[src/rtl/skip_nxm.sv]
`timescale 1ns/1ps
`default_nettype none
// ============================================================================
// Module   : skip_nxm
// Purpose  : Runtime N x M decimator for an RGB video stream (vs/hs/de + RGB).
//            Keeps one pixel of every N per line and one line of every M per
//            frame by gating de_o. Syncs and pixel data pass through with a
//            fixed one-clock latency. Configuration is sampled at frame start.
// Options  : define SKIP_NXM_PHASE_EN to add h_phase_i / v_phase_i, which
//            select the kept pixel/line inside each group (default: first).
// Revision : 1.0 - initial release
// ============================================================================
module skip_nxm #(
  parameter int DATA_W = 8,
  parameter int FACT_W = 3
) (
  input  logic              clock,
  input  logic              reset_n,
  // incoming video
  input  logic              vs_i,
  input  logic              hs_i,
  input  logic              de_i,
  input  logic [DATA_W-1:0] rgb_r_i,
  input  logic [DATA_W-1:0] rgb_g_i,
  input  logic [DATA_W-1:0] rgb_b_i,
  // configuration, sampled at frame start
  input  logic              enable_i,
  input  logic [FACT_W-1:0] h_factor_i,
  input  logic [FACT_W-1:0] v_factor_i,
`ifdef SKIP_NXM_PHASE_EN
  input  logic [FACT_W-1:0] h_phase_i,
  input  logic [FACT_W-1:0] v_phase_i,
`endif
  // outgoing video
  output logic              vs_o,
  output logic              hs_o,
  output logic              de_o,
  output logic [DATA_W-1:0] rgb_r_o,
  output logic [DATA_W-1:0] rgb_g_o,
  output logic [DATA_W-1:0] rgb_b_o
);

  localparam logic [FACT_W-1:0] CNT_ONE = FACT_W'(1);

  // one-clock delayed copies used for edge detection
  logic              vs_d0;
  logic              de_d0;

  // configuration latched at frame start
  logic              en_lat;
  logic [FACT_W-1:0] hf_lat;
  logic [FACT_W-1:0] vf_lat;

  // position counters within the current group
  logic [FACT_W-1:0] h_cnt;
  logic [FACT_W-1:0] v_cnt;

  // edge events
  logic              fs;
  logic              ls;
  logic              le;

  // configuration in force for the current input cycle
  logic              en_eff;
  logic [FACT_W-1:0] hf_eff;
  logic [FACT_W-1:0] vf_eff;
  logic [FACT_W-1:0] hp_eff;
  logic [FACT_W-1:0] vp_eff;

  // counter values applied to the current pixel, and next-state values
  logic [FACT_W-1:0] h_use;
  logic [FACT_W-1:0] v_use;
  logic [FACT_W-1:0] h_nxt;
  logic [FACT_W-1:0] v_nxt;
  logic              keep;

  assign fs = vs_i & ~vs_d0;
  assign ls = de_i & ~de_d0;
  assign le = de_d0 & ~de_i;

  // The frame-start cycle already uses the new configuration, so the live
  // inputs are selected in that cycle instead of the (still old) latches.
  assign en_eff = fs ? enable_i   : en_lat;
  assign hf_eff = fs ? h_factor_i : hf_lat;
  assign vf_eff = fs ? v_factor_i : vf_lat;

`ifdef SKIP_NXM_PHASE_EN
  logic [FACT_W-1:0] hp_lat;
  logic [FACT_W-1:0] vp_lat;
  logic [FACT_W-1:0] hp_raw;
  logic [FACT_W-1:0] vp_raw;

  assign hp_raw = fs ? h_phase_i : hp_lat;
  assign vp_raw = fs ? v_phase_i : vp_lat;
  // A phase beyond the group size selects the last member of the group.
  assign hp_eff = (hp_raw > hf_eff) ? hf_eff : hp_raw;
  assign vp_eff = (vp_raw > vf_eff) ? vf_eff : vp_raw;

  // phase registers follow the same frame-start sampling as the factors
  always_ff @(posedge clock or negedge reset_n) begin
    if (!reset_n) begin
      hp_lat <= '0;
      vp_lat <= '0;
    end else if (fs) begin
      hp_lat <= h_phase_i;
      vp_lat <= v_phase_i;
    end
  end
`else
  assign hp_eff = '0;
  assign vp_eff = '0;
`endif

  // A line start always restarts the pixel group so no partial group carries
  // over between lines; a frame start likewise restarts the line group.
  assign h_use = ls ? '0 : h_cnt;
  assign v_use = fs ? '0 : v_cnt;

  // ">=" rather than "==" keeps the counter bounded even if it ever holds a
  // value above the factor in force.
  assign h_nxt = !de_i ? h_cnt :
                 (h_use >= hf_eff) ? '0 : (h_use + CNT_ONE);
  assign v_nxt = fs ? '0 :
                 !le ? v_cnt :
                 (v_cnt >= vf_eff) ? '0 : (v_cnt + CNT_ONE);

  assign keep = ~en_eff | ((h_use == hp_eff) & (v_use == vp_eff));

  // sample configuration once per frame so mid-frame changes have no effect
  always_ff @(posedge clock or negedge reset_n) begin
    if (!reset_n) begin
      en_lat <= 1'b0;
      hf_lat <= '0;
      vf_lat <= '0;
    end else if (fs) begin
      en_lat <= enable_i;
      hf_lat <= h_factor_i;
      vf_lat <= v_factor_i;
    end
  end

  // advance the horizontal and vertical group position counters
  always_ff @(posedge clock or negedge reset_n) begin
    if (!reset_n) begin
      h_cnt <= '0;
      v_cnt <= '0;
    end else begin
      h_cnt <= h_nxt;
      v_cnt <= v_nxt;
    end
  end

  // one-clock video pipeline; only de_o is gated by the keep decision
  always_ff @(posedge clock or negedge reset_n) begin
    if (!reset_n) begin
      vs_d0   <= 1'b0;
      de_d0   <= 1'b0;
      vs_o    <= 1'b0;
      hs_o    <= 1'b0;
      de_o    <= 1'b0;
      rgb_r_o <= '0;
      rgb_g_o <= '0;
      rgb_b_o <= '0;
    end else begin
      vs_d0   <= vs_i;
      de_d0   <= de_i;
      vs_o    <= vs_i;
      hs_o    <= hs_i;
      de_o    <= de_i & keep;
      rgb_r_o <= rgb_r_i;
      rgb_g_o <= rgb_g_i;
      rgb_b_o <= rgb_b_i;
    end
  end

endmodule
`default_nettype wire

[config.mk]
export PLATFORM = sky130hd
export DESIGN_NAME = skip_nxm
export DESIGN_NICKNAME = d
export VERILOG_FILES = /design/src/rtl/skip_nxm.sv
export SDC_FILE = /design/constraint.sdc
export NUM_CORES = 1
export LEC_CHECK = 0
export BUFFER_PORTS_ARGS = -buffer_cell sky130_fd_sc_hd__buf_4
export CORE_ASPECT_RATIO = 1.5
export CORE_MARGIN = 4
export CORE_UTILIZATION = 50
export DETAILED_ROUTE_END_ITERATION = 10
export GPL_ROUTABILITY_DRIVEN = 0
export PLACE_DENSITY = 0.93
export SLEW_MARGIN = 20
export SYNTH_ARGS = -nofsm -noshare
export SYNTH_HDL_FRONTEND = slang
export SYNTH_SLANG_ARGS = --single-unit
export TNS_END_PERCENT = 20
[constraint.sdc]
create_clock -name clock -period 2.9 [get_ports clock]
set_input_delay 0.58 -clock clock [delete_from_list [all_inputs] [get_ports clock]]
set_output_delay 0.58 -clock clock [all_outputs]
set_load 0.05 [all_outputs]
Word level (Yosys, flattened, before mapping). Cells that the tools add are included.

$add $sub $neg: 2. $mul: 0. Divide/modulo/power cells: 0. Order comparisons: 2. Eq/ne operators: 0. Shift-type cells: 0. Muxes and demuxes: 9. Bitwise operators: 10. Reductions and logical operators: 3.

Operators by type and width (number): two-way mux 3 bit (8); adder 3 x 1 -> 3 bit (second input constant) (2); greater-or-equal comparator 3 bit (2); logical NOT 3 bit (2); AND 1 bit (5); NOT 1 bit (4); nonzero test 2 bit (1); two-way mux 1 bit (1); OR 1 bit (1).

Register bits: 41. Latch bits: 0. RAM bits: 0. Bits in read-only memories: 0. Input bits: 36. Output and inout bits: 27. Logic and storage cells: 38. Memories kept: 0.

Depth between registers and ports, before layout.
Word-level depth: 7. Depth in mapped cells: 9. Depth with buffers taken out: 8.

Worst setup path after synthesis. OpenSTA, ideal clock, no wires.

Path type: reg-to-reg. Start point: register vs_o (netlist name). End point: register v_cnt[2]. Data arrival time: 2.251 ns. Slack: 0.583 ns. Cell stages (with the launch flop): 9. Path through: dfrtp_1 > nand2b_1 > buf_2 > mux2i_1 > ha_1 > a21o_1 > a311oi_2 > and4bb_1 > a221o_1.

RTL lines: end signal, assigned (line 149) `v_cnt <= v_nxt;`; end, declared (line 56) `logic [FACT_W-1:0] v_cnt;`.

==> impl_metrics.toml <==
[sta]
grt_setup_unrepaired = "no"
slew-limit-headroom_pct = 66.9
fin_hold_ws_ps = 254
fin_crit_sh_pct = 76.6
max_freq_mhz = 450
finClkSkew_ps = 4.10
slew_viol_final = 0
setup_violations = 0
worst_slew_pin_slew_ps = 496
finalSetupTns_ps = 0
period_needed_ps = 2220
hold_viol = 0

[detailed_routing]
drt-total-wl_um = 3040
drc = 0
antenna_left = 0
viasPerCell = 4.81
route.vias.total = 1034
first_pass_iters = 4
drt-initial-drc-count = 15
wl_per_cell_um = 14.1

[placement]
io_buffers = 62
hpwlAfterDp_um = 2450

[floorplan]
die-area_um2 = 3930
coreArea_um2 = 2880
start_util_pct = 51.6
num_rows = 24
die_w_um = 52.5
io_pins = 63
die_h_um = 74.8

[setup_path]
path_class = "reg2reg"
critPathMaxStageDelay_ps = 380
start_kind = "register"
crit_fanout = 8
required_ps = 3120
endpoint_kind = "register"
critical_path_arrival_ps = 2440
critPathBufInv = 0
critPathTopFamily = "compound AO/OA/AOI/OAI gates"
slowest_stage = "dfrtp_1"
crit_chain = "nand2b_1 -> mux2i_1 -> ha_1 -> a21o_1 -> a311oi_2 -> and4bb_1 -> a221o_1"

[final_layout]
final_cell_mix = "62 x buf_4, 41 x dfrtp_1, 15 x nand2_1, 10 x inv_1, 9 x ha_1"
fin_util_pct = 73.4
fin_nets = 220
synthToLayoutAreaGrowth_pct = 42.3
diodes = 0
final_common_cell = "buf_4"
layout-drive-gt1-share_pct = 43.2

[clock_network]
postCtsHoldBufs = 0
cts_buffers = 5
ctsResizeCount = 0
clk_path_buf_depth = 2
htreeDepth = 2
clock-root-buffer = "clkbuf_8"
cts_tree = "built"
insertion_delay_ps = 280
clk_transition_reported_paths_ps = 80
cts_sinks = 41
cts_setup_buffers = 0

[yosys]
ys_ff_latch = 41
synth_warnings = 0
syn_area_um2 = 1490
syn_inst = 107
seq_area_frac_synth_pct = 69.0
synth_nets = 152
avgSynthCellArea_um2 = 13.9
yosys.cell_types.count = 25

[hold_path]
hold_class = "in2async"

[run]
drv_cap = 0

[pwr]
powerDensity_nw_per_um2 = 718
irDropWorstVdd_uv = 552
power_leakage_nw = 1.12

[global_routing]
antenna_found_initial = 0
grt_use_total_pct = 17.8
grt_first_pass_wirelength_um = 5010
grt_max_degree = 42
grt_overflow = 0
grt_pass1_vias = 1146

[status]
status = "complete, no violations"
==> where the power goes <==
group,internal [mW],switching [mW],total (mW)
logic,0.163,0.214,0.377
registers,0.638,0.0393,0.678
clock network,0.280,0.185,0.465
==> sequential cells by signal, summed over array words and instances (netlist names) <==
| name | cells |
|---|---|
| de_d0 | 1 |
| h_cnt | 3 |
| hf_lat | 3 |
| de_o | 1 |
| v_cnt | 3 |
| vs_o | 1 |
| en_lat | 1 |
| rgb_r_o | 8 |
| hs_o | 1 |
| vf_lat | 3 |
| rgb_g_o | 8 |
| rgb_b_o | 8 |
==> kinds of logic (layout without fill, tap and decap cells) <==
family | after synthesis | after routing | share of synthesized area, %
flops | 41 | 41 | 69.0
simple gates | 29 | 29 | 11.1
compound gates | 13 | 13 | 6.73
buf+inv | 11 | 80 | 2.86
fa+ha+maj | 9 | 9 | 7.58
mux | 4 | 4 | 2.69
==> synth_stat cells <==
cell	count	area [um2]
nor3b_1	1	7.51
nand2b_4	1	13.8
nor2_2	1	6.26
a311oi_2	1	15.0
inv_1	10	37.5
o21ai_0	3	15.0
and4bb_1	1	12.5
nand2b_1	4	25.0
mux2i_1	4	40.0
a21boi_1	1	7.51
nor2b_2	2	17.5
nand2_1	15	56.3
buf_2	1	5.00
and2_1	2	12.5
a32o_2	1	11.3
a221oi_1	1	8.76
ha_1	9	113
a21o_1	1	7.51
a21boi_0	1	7.51
nor2b_1	1	6.26
o21ai_1	2	10.0
dfrtp_1	41	1030
a221o_1	1	10.0
o31ai_1	1	7.51
nand3b_1	1	7.51
==> worst paths after layout <==
| kind | startpoint | slack (ps) | cells past startpoint | endpoint |
|---|---|---|---|---|
| hold / removal | reset_n | 250 | 1 | rgb_r_o[2] |
| setup / recovery | vs_o | 680 | 7 | v_cnt[2] |
| min in group clock | rgb_g_i[3] | 390 | 1 | rgb_g_o[3] |
| max in group asynchronous | reset_n | 2300 | 1 | h_cnt[0] |
| hold reg to reg | en_lat | 490 | 2 | en_lat |
| setup reg to reg | vs_o | 680 | 7 | v_cnt[2] |
==> layer usage <==
layer  vias up  share of wire [%]  track usage [%]
li1        488                  -                -
met1       509                 32             15.8
met2        31                 60             34.3
met5         -                  0                0
met4         0                2.5             8.52
met3         6                5.3             6.34
==> stage by stage <==
stage               cell area (um2)  worst slack, ps  power (mW)  std cells
floorplan                      1490              583       0.932        107
finish                         2120              677        1.52        215
CTS                            2120              652        1.53        215
global route                   2120              489        1.61        215
detailed placement             2000              392        1.07        207
global placement               2000              516        1.04        207
==> final cells by class <==
cell class | instances | area, um2
sequential | 41 | 1030
fill | 208 | 767
timing repair buffer | 62 | 465
multi-input combinational | 55 | 418
clock buffer | 6 | 82.6
tap | 39 | 48.8
clock inverter | 2 | 37.5
inverter | 10 | 37.5
(Power assumes the default switching activity.)
